`src/rtl/dmem_pkg.sv`:
```
// dmem_pkg: shared definitions for the data-memory arbiter slice.
//   - memory geometry (word-address and data widths)
//   - requester port indices (pipeline MEM stage, debug/program loader)
//   - starvation counter width
//   - dmem_req_t: one requester's {req, we, addr, wdata} bundle
package dmem_pkg;

    localparam int DMEM_ADDR_W  = 10;
    localparam int DMEM_DATA_W  = 16;

    localparam int PORT_PIPE    = 0;
    localparam int PORT_DBG     = 1;

    localparam int STARVE_CNT_W = 4;

    typedef struct packed {
        logic                   req;
        logic                   we;
        logic [DMEM_ADDR_W-1:0] addr;
        logic [DMEM_DATA_W-1:0] wdata;
    } dmem_req_t;

endpackage

```
`src/rtl/dmem_starve_ctr.sv`:
```
// dmem_starve_ctr: saturating count of consecutive denied port-1 cycles.
// Ports:
//   clk_i     clock, rising edge
//   rst_i     synchronous active-high reset (count -> 0)
//   inc_i     port 1 requested but was not granted this cycle
//   clr_i     port 1 granted, or not requesting; has priority over inc_i
//   at_max_o  count has reached STARVE_MAX (port 1 must be granted next)
module dmem_starve_ctr
    import dmem_pkg::*;
#(
    parameter int STARVE_MAX = 4
) (
    input  logic clk_i,
    input  logic rst_i,
    input  logic inc_i,
    input  logic clr_i,
    output logic at_max_o
);

    localparam logic [STARVE_CNT_W-1:0] MAX_C = STARVE_CNT_W'(STARVE_MAX);

    logic [STARVE_CNT_W-1:0] cnt_q;
    logic [STARVE_CNT_W-1:0] cnt_d;

    // Next count: clear wins, otherwise increment and stick at MAX_C.
    always_comb begin
        cnt_d = cnt_q;
        if (clr_i) begin
            cnt_d = {STARVE_CNT_W{1'b0}};
        end else if (inc_i && (cnt_q != MAX_C)) begin
            cnt_d = cnt_q + 4'd1;
        end else begin
            cnt_d = cnt_q;
        end
    end

    // Count register with synchronous reset.
    always_ff @(posedge clk_i) begin
        if (rst_i) begin
            cnt_q <= {STARVE_CNT_W{1'b0}};
        end else begin
            cnt_q <= cnt_d;
        end
    end

    assign at_max_o = (cnt_q == MAX_C);

endmodule

```
`src/rtl/dmem_arbiter.sv`:
```
// dmem_arbiter: shares one single-port data memory between the pipeline MEM
// stage (port 0, fixed priority) and the debug/program-loader port (port 1).
// Port 1 is forced a slot once it has been denied STARVE_MAX cycles in a row.
// Grants are combinational; read data is registered back to the winner.
// Ports:
//   Clk, Rst                       clock, synchronous active-high reset
//   req0/we0/addr0/wdata0          port-0 request bundle
//   gnt0, rvalid0, rdata0          port-0 grant (comb), read valid, read data
//   req1/we1/addr1/wdata1          port-1 request bundle
//   gnt1, rvalid1, rdata1          port-1 grant (comb), read valid, read data
//   mem_addr, mem_wdata            to memory; hold last granted values when idle
//   mem_read, mem_write            to memory MemRead / MemWrite
//   mem_rdata                      from memory (combinational read)
module dmem_arbiter
    import dmem_pkg::*;
#(
    parameter int ADDR_W     = DMEM_ADDR_W,
    parameter int DATA_W     = DMEM_DATA_W,
    parameter int STARVE_MAX = 4
) (
    input  logic              Clk,
    input  logic              Rst,
    input  logic              req0,
    input  logic              we0,
    input  logic [ADDR_W-1:0] addr0,
    input  logic [DATA_W-1:0] wdata0,
    output logic              gnt0,
    output logic              rvalid0,
    output logic [DATA_W-1:0] rdata0,
    input  logic              req1,
    input  logic              we1,
    input  logic [ADDR_W-1:0] addr1,
    input  logic [DATA_W-1:0] wdata1,
    output logic              gnt1,
    output logic              rvalid1,
    output logic [DATA_W-1:0] rdata1,
    output logic [ADDR_W-1:0] mem_addr,
    output logic [DATA_W-1:0] mem_wdata,
    output logic              mem_read,
    output logic              mem_write,
    input  logic [DATA_W-1:0] mem_rdata
);

    dmem_req_t         port_req_s [2];
    dmem_req_t         sel_s;
    logic [1:0]        gnt_s;
    logic              any_gnt_s;
    logic              force1_s;
    logic              rd_cap0_s;
    logic              rd_cap1_s;

    logic [ADDR_W-1:0] addr_hold_q;
    logic [DATA_W-1:0] wdata_hold_q;
    logic              rvalid0_q;
    logic              rvalid1_q;
    logic [DATA_W-1:0] rdata0_q;
    logic [DATA_W-1:0] rdata1_q;

    assign port_req_s[PORT_PIPE] = '{req: req0, we: we0, addr: addr0, wdata: wdata0};
    assign port_req_s[PORT_DBG]  = '{req: req1, we: we1, addr: addr1, wdata: wdata1};

    // Starvation tracking: every cycle port 1 waits while requesting counts up.
    dmem_starve_ctr #(
        .STARVE_MAX (STARVE_MAX)
    ) u_starve (
        .clk_i    (Clk),
        .rst_i    (Rst),
        .inc_i    (req1 & ~gnt_s[PORT_DBG]),
        .clr_i    (gnt_s[PORT_DBG] | ~req1),
        .at_max_o (force1_s)
    );

    // Grant decision: forced port 1, else fixed priority port 0, else port 1.
    always_comb begin
        gnt_s = 2'b00;
        if (Rst) begin
            gnt_s = 2'b00;
        end else if (force1_s && req1) begin
            gnt_s[PORT_DBG] = 1'b1;
        end else if (req0) begin
            gnt_s[PORT_PIPE] = 1'b1;
        end else if (req1) begin
            gnt_s[PORT_DBG] = 1'b1;
        end else begin
            gnt_s = 2'b00;
        end
    end

    assign any_gnt_s = gnt_s[PORT_PIPE] | gnt_s[PORT_DBG];

    // Select the winning request bundle.
    always_comb begin
        sel_s = port_req_s[PORT_PIPE];
        if (gnt_s[PORT_DBG]) begin
            sel_s = port_req_s[PORT_DBG];
        end else begin
            sel_s = port_req_s[PORT_PIPE];
        end
    end

    // Memory drive: idle cycles present the last granted address/data with
    // both strobes low so a wandering requester address cannot cause a write.
    always_comb begin
        mem_addr  = addr_hold_q;
        mem_wdata = wdata_hold_q;
        mem_read  = 1'b0;
        mem_write = 1'b0;
        if (any_gnt_s) begin
            mem_addr  = sel_s.addr;
            mem_wdata = sel_s.wdata;
            mem_read  = ~sel_s.we;
            mem_write = sel_s.we;
        end else begin
            mem_addr  = addr_hold_q;
            mem_wdata = wdata_hold_q;
            mem_read  = 1'b0;
            mem_write = 1'b0;
        end
    end

    assign rd_cap0_s = gnt_s[PORT_PIPE] & ~we0;
    assign rd_cap1_s = gnt_s[PORT_DBG]  & ~we1;

    // Held memory address/data and per-port read capture registers.
    always_ff @(posedge Clk) begin
        if (Rst) begin
            addr_hold_q  <= {ADDR_W{1'b0}};
            wdata_hold_q <= {DATA_W{1'b0}};
            rvalid0_q    <= 1'b0;
            rvalid1_q    <= 1'b0;
            rdata0_q     <= {DATA_W{1'b0}};
            rdata1_q     <= {DATA_W{1'b0}};
        end else begin
            if (any_gnt_s) begin
                addr_hold_q  <= sel_s.addr;
                wdata_hold_q <= sel_s.wdata;
            end
            rvalid0_q <= rd_cap0_s;
            rvalid1_q <= rd_cap1_s;
            if (rd_cap0_s) begin
                rdata0_q <= mem_rdata;
            end
            if (rd_cap1_s) begin
                rdata1_q <= mem_rdata;
            end
        end
    end

    assign gnt0    = gnt_s[PORT_PIPE];
    assign gnt1    = gnt_s[PORT_DBG];
    // A reset arriving in the valid cycle discards the read immediately.
    assign rvalid0 = rvalid0_q & ~Rst;
    assign rvalid1 = rvalid1_q & ~Rst;
    assign rdata0  = rdata0_q;
    assign rdata1  = rdata1_q;

endmodule

```
`config.mk`:
```
export PLATFORM = sky130hd
export DESIGN_NAME = dmem_arbiter
export DESIGN_NICKNAME = d
export VERILOG_FILES = /design/src/rtl/dmem_pkg.sv /design/src/rtl/dmem_starve_ctr.sv /design/src/rtl/dmem_arbiter.sv
export SDC_FILE = /design/constraint.sdc
export NUM_CORES = 1
export LEC_CHECK = 0
export BUFFER_PORTS_ARGS = -buffer_cell sky130_fd_sc_hd__buf_4
export CORE_ASPECT_RATIO = 0.8
export CORE_MARGIN = 2
export CORE_UTILIZATION = 45
export DETAILED_ROUTE_END_ITERATION = 7
export GPL_TIMING_DRIVEN = 0
export PLACE_DENSITY = 0.8
export SYNTH_ARGS = -nofsm -noshare
export SYNTH_HDL_FRONTEND = slang
export SYNTH_SLANG_ARGS = --single-unit
```
`constraint.sdc`:
```
create_clock -name Clk -period 3.85 [get_ports Clk]
set_input_delay 0.385 -clock Clk [delete_from_list [all_inputs] [get_ports Clk]]
set_output_delay 0.385 -clock Clk [all_outputs]
set_load 0.03 [all_outputs]
```
# Word level (Yosys, flattened, before mapping)
# Index checks and enable logic that the tools add are counted.
# word_totals
word_cells	37
register_bits	64
# op_classes
muxes	11
n_addsub	1
n_reduce_logical	3
bitwise_logic	13
n_eq_ne	2
# ops
op	n
$mux W27	1
$mux W16	1
$mux W10	1
$mux W1	7
$not A1 Y1	6
$and A1 B1 Y1	5
$add A4 B1 Y4 const B	1
$eq A4 B3 Y1 const B	1
$ne A4 B3 Y1 const B	1
$logic_and A1 B1 Y1	2
$mux W2	1
$or A1 B1 Y1	2
$reduce_or A2 Y1	1

# Logic depth before layout (Yosys ltp)
# logic_depth
ltp_word	7
ltp_mapped	7
depth_no_buf	6

# Modules after synthesis
# A second synthesis with hierarchy kept.
# hier_totals
cells_unflattened	352
area_unflattened_um2	3088.0
# modules_own_cells
module	area_per_inst_um2	n_inst	cells_each
dmem_arbiter	2859.0	1	327
dmem_starve_ctr	229.0	1	25

# Worst setup path after synthesis
# Ideal clock, no wire load.
# synth_timing
kind	reg-to-output
startpoint	register u_starve.cnt_q[0]
endpoint	output port mem_addr[0]
n_path_buf	1
path_slack_ps	1478
t_arrival_ps	1987
stages_incl_launch_ff	8
path_cell_list	dfxtp_1 > inv_1 > ha_1 > nand3b_1 > a21o_2 > inv_2 > buf_2 > a211oi_1
# synth_between
elab_chain_cells	6
word_cells_on_any_way	8
cone_classes	eq/ne: 1; mux: 5; bitwise: 1; reduce/logical: 1
# synth_lines
element	line_no	source
start: declaration	dmem_starve_ctr.sv:22	logic [STARVE_CNT_W-1:0] cnt_q;
start signal: assignment	dmem_starve_ctr.sv:40	cnt_q <= {STARVE_CNT_W{1'b0}};
start signal: assignment	dmem_starve_ctr.sv:42	cnt_q <= cnt_d;
$eq A4 B3 Y1 (*)	dmem_starve_ctr.sv:46	assign at_max_o = (cnt_q == MAX_C);
$logic_and A1 B1 Y1 (*)	dmem_arbiter.sv:78	end else if (force1_s && req1) begin
$mux W1 (*)	dmem_arbiter.sv:78	
$mux W2 (*)	dmem_arbiter.sv:76	if (Rst) begin
net gnt1	dmem_arbiter.sv:34	output logic gnt1,
$mux W27 / $or A1 B1 Y1 (equally long branches)	dmem_arbiter.sv:94, dmem_arbiter.sv:89	
$mux W10 (*)	dmem_arbiter.sv:108	if (any_gnt_s) begin
end: declaration	dmem_arbiter.sv:37	output logic [ADDR_W-1:0] mem_addr,
# Mark *: on every way through the listed nets, which the timed path passes. The rest lies on a longest branch.

# Final worst setup path
# layout_timing
startpoint	register u_starve.cnt_q[0]
endpoint	output port mem_wdata[14]
# layout_between
elab_chain_cells	6
word_cells_on_any_way	8
cone_classes	eq/ne: 1; mux: 5; bitwise: 1; reduce/logical: 1
# layout_lines
element	line_no	source
$eq A4 B3 Y1 (*)	dmem_starve_ctr.sv:46	
$logic_and A1 B1 Y1 (*)	dmem_arbiter.sv:78	
$mux W1	dmem_arbiter.sv:78	
$mux W2 (*)	dmem_arbiter.sv:76	
$mux W27 / $or A1 B1 Y1 (equally long branches)	dmem_arbiter.sv:94, dmem_arbiter.sv:89	
$mux W16 (*)	dmem_arbiter.sv:108	
end: declaration	dmem_arbiter.sv:38	output logic [DATA_W-1:0] mem_wdata,
# Mark *: on every way between the ends. The rest lies on a longest branch, timed or not.

==> flow_summary.toml <==
[run_status]
outcome = "complete, no violations"

[worst_setup_path]
cp-end-kind = "output port"
worst-endpoint-required_ns = 3.46
worstPathArrival_ns = 2.20
category_of_the_worst_setup_path_launch_point = "flop"
r2r_slack_ns = 2.02
worst-r2r-cell-count = 6
critical_path.reg2reg.startpoint = "u_starve.cnt_q[0]"
crit_type = "flop to output port"
crit-reg2reg-capture = "rdata0[11]"
timing.critical_path.fanout_max = 10

[logic_synthesis]
postSynthRegisterBits = 64
yosysWarnings = 0
synth.largest_area_cell = "dfxtp_1"
synthCells = 331
yosysTopAreaCellShare_pct = 40.73
synth.net_count = 407
synth_area_per_inst_um2 = 9.503
distinct_cell_type_count_after_synthesis = 35
synth_area_leaders = "dfxtp_1 41%, nor2b_1 8.0%, a2111oi_2 7.6%"
netlist_area_mm2 = 0.003146
yosysSeqAreaShare_pct = 40.73

[cells_and_area]
most_common_library_cell_in_the_layout_ignoring_fill_and_taps = "buf_4"
n_antenna_cell = 0
fillCellCount = 581
final_nets = 554
postLayoutCellArea_mm2 = 0.004481
final_cell_mix = "141 x buf_4, 64 x dfxtp_1, 45 x inv_1, 40 x nor2b_1, 36 x nor3_1"
synthToLayoutAreaGrowth_pct = 42.44
final_layout_size_suffix_gt1_share_pct = 40.79

[global_route]
antenna_found_initial = 0
grt_max_degree = 13
grt_first_pass_wirelength_mm = 13.33
via_count_of_the_first_global_routing_pass = 2861
grt_overflow_total = 0
global_route.usage.total_pct = 21.31

[clock_tree]
clock_sink_total = 64
cts_post_setup_buffers_inserted = 0
post_cts_resize_count = 0
clk_root_buffer_cell = "clkbuf_8"
cts_buffer_depth = 2
cts_hold_repair.buffers = 0
cts_htree_levels = 3
cts_made_buffers = 9
register_clock_pin_slew_on_the_reported_worst_setup_and_hold_paths_ns = 0.07
cts_tree = "built"
clock_latency_at_the_later_pin_of_the_worst_skew_pair_ns = 0.34

[die]
io_pins = 138
width_of_the_die_um = 97.48
die_height_um = 78.78
std_cell_rows = 27
floorplan.core_area_mm2 = 0.006824
floorplan.initialDensity_pct = 46.09
die_area_mm2 = 0.007679

[sta]
final_period_utilization_pct = 67.17
worst_slew_pin_slew_ns = 0.6954
maxSlewViolCount = 0
final_hold_viol_count = 0
setup_viol = 0
max_freq_ghz = 0.3867
max-slew-margin-rel_pct = 53.64
clock_skew_ns = 0.006184
totalNegativeSetupSlack_ns = 0
rsz0062_at_grt = "false"
period_minus_slack_ns = 2.586

[worst_hold_path]
hold_start = "mem_rdata[4]"
hold_depth = 2
worst_hold_path.endpoint = "rdata1[4]"
hp-class = "input port to flop"

[power_and_ir_drop]
worst_ir_drop_vdd_uv = 372.5
power.static_leakage_nw = 2.093
power-per-cell-area_mw_per_mm2 = 383.4

[drt]
drc_errors = 0
postRouteWirelength_mm = 8.104
drt_first_iter_violations = 71
post_drt_wl_per_cell_um = 14.22
detailroute.via_count = 2922
route.detailed.vias_per_inst = 5.126
first_pass_iters = 4
antenna_violating_nets_post_route = 0

[placement]
numPortBuffers = 136
globalplace.congestion = 0.7839
dpl_cell_area_mm2 = 0.004275
dp.final_hpwl_mm = 6.062

[flow_run]
cap_violations = 0
[cells in the mapped netlist (all sizes together)]
library cell and n:
or3 1, mux2i 10, buf 17, nor3 36, o21bai 1, dfxtp 64
nor2b 40, a2111oi 26, ha 2, o2111ai 1, a32o 10, or4 1
mux2 13, clkbuf 9, a211o 1, a21oi 1, and3b 1, a211oi 26
nor2 5, o21ai 1, xnor2 1, nand2 11, nand2b 2, inv 46
a21o 1, nand3b 1, nand4 1, and4b 1, or2 1
[layout make-up]
type | instances | area [um^2] | area share [%]
multi-input combinational | 195 | 1529 | 34.12
sequential | 64 | 1281 | 28.60
timing repair buffer | 136 | 1021 | 22.79
inverter | 46 | 172.7 | 3.854
buffer | 26 | 162.7 | 3.630
clock buffer | 10 | 137.6 | 3.072
tap | 87 | 108.9 | 2.429
clock inverter | 6 | 67.56 | 1.508
[registers in the layout, summed over array words and instances (netlist names)]
signal,count
rvalid0_q,1
addr_hold_q,10
rdata0,16
wdata_hold_q,16
rdata1,16
u_starve.cnt_q,4
rvalid1_q,1
[cell families (layout without fill, tap and decap cells)]
group	Yosys count	count (layout)	share of synthesized area (%)
AO/OA/AOI/OAI	68	68	22.04
XOR/XNOR	1	1	0.2785
adder cells (fa/ha/maj)	2	2	0.7954
buffers and inverters	72	224	10.66
flip-flops	64	64	40.73
multiplexers	23	23	7.836
AND/OR/NAND/NOR	101	101	17.66
[per-stage QoR]
| stage | utilization, % | setup slack (ns) | power (mW) | hold WS (ns) | instances |
|---|---|---|---|---|---|
| after global routing | 65.66 | 1.138 | 1.795 | 0.2457 | 570 |
| after global placement | 62.65 | 1.685 | 1.142 | 0.4451 | 554 |
| after CTS | 65.66 | 1.256 | 1.736 | 0.2419 | 570 |
| after detailed placement | 62.65 | 1.650 | 1.150 | 0.4518 | 554 |
| final | 65.66 | 1.264 | 1.718 | 0.2588 | 570 |
| after floorplan | - | 1.478 | 0.9792 | 0.4298 | 331 |
[worst max-delay path by stage]
stage          cells past startpoint              start  slack, ns            end
6_report                           8  u_starve.cnt_q[0]       1.26  mem_wdata[14]
3_5_place_dp                       8  u_starve.cnt_q[0]       1.65   mem_wdata[5]
3_3_place_gp                       8  u_starve.cnt_q[0]       1.68  mem_wdata[14]
5_1_grt                            8  u_starve.cnt_q[0]       1.14    mem_addr[6]
4_1_cts                            8  u_starve.cnt_q[0]       1.26   mem_wdata[5]
2_1_floorplan                      7  u_starve.cnt_q[0]       1.48    mem_addr[0]
[metal layers]
metal / up-vias / track usage (%) / part of all wire (%)
met4: 0 / 7.778 / 1.1
met2: 114 / 34.76 / 46
met3: 9 / 8.363 / 9.7
met1: 1332 / 25.68 / 44
li1: 1467 / - / -
met5: - / 0 / 0
[where the power goes]
group | total, mW | switching [mW] | internal [mW]
Combinational | 0.415 | 0.234 | 0.181
Clock | 0.585 | 0.267 | 0.318
Sequential | 0.717 | 0.0153 | 0.702
Total | 1.72 | 0.516 | 1.20
[worst max-delay path, cell delays in order, from the launching register on]
cell and delay (ns):
dfxtp_1 0.37, inv_1 0.06, ha_1 0.22, nand3b_1 0.16
a21o_2 0.18, inv_2 0.09, buf_2 0.20, a211oi_1 0.35
buf_4 0.23
No activity file was read; power rests on OpenSTA's default activity.
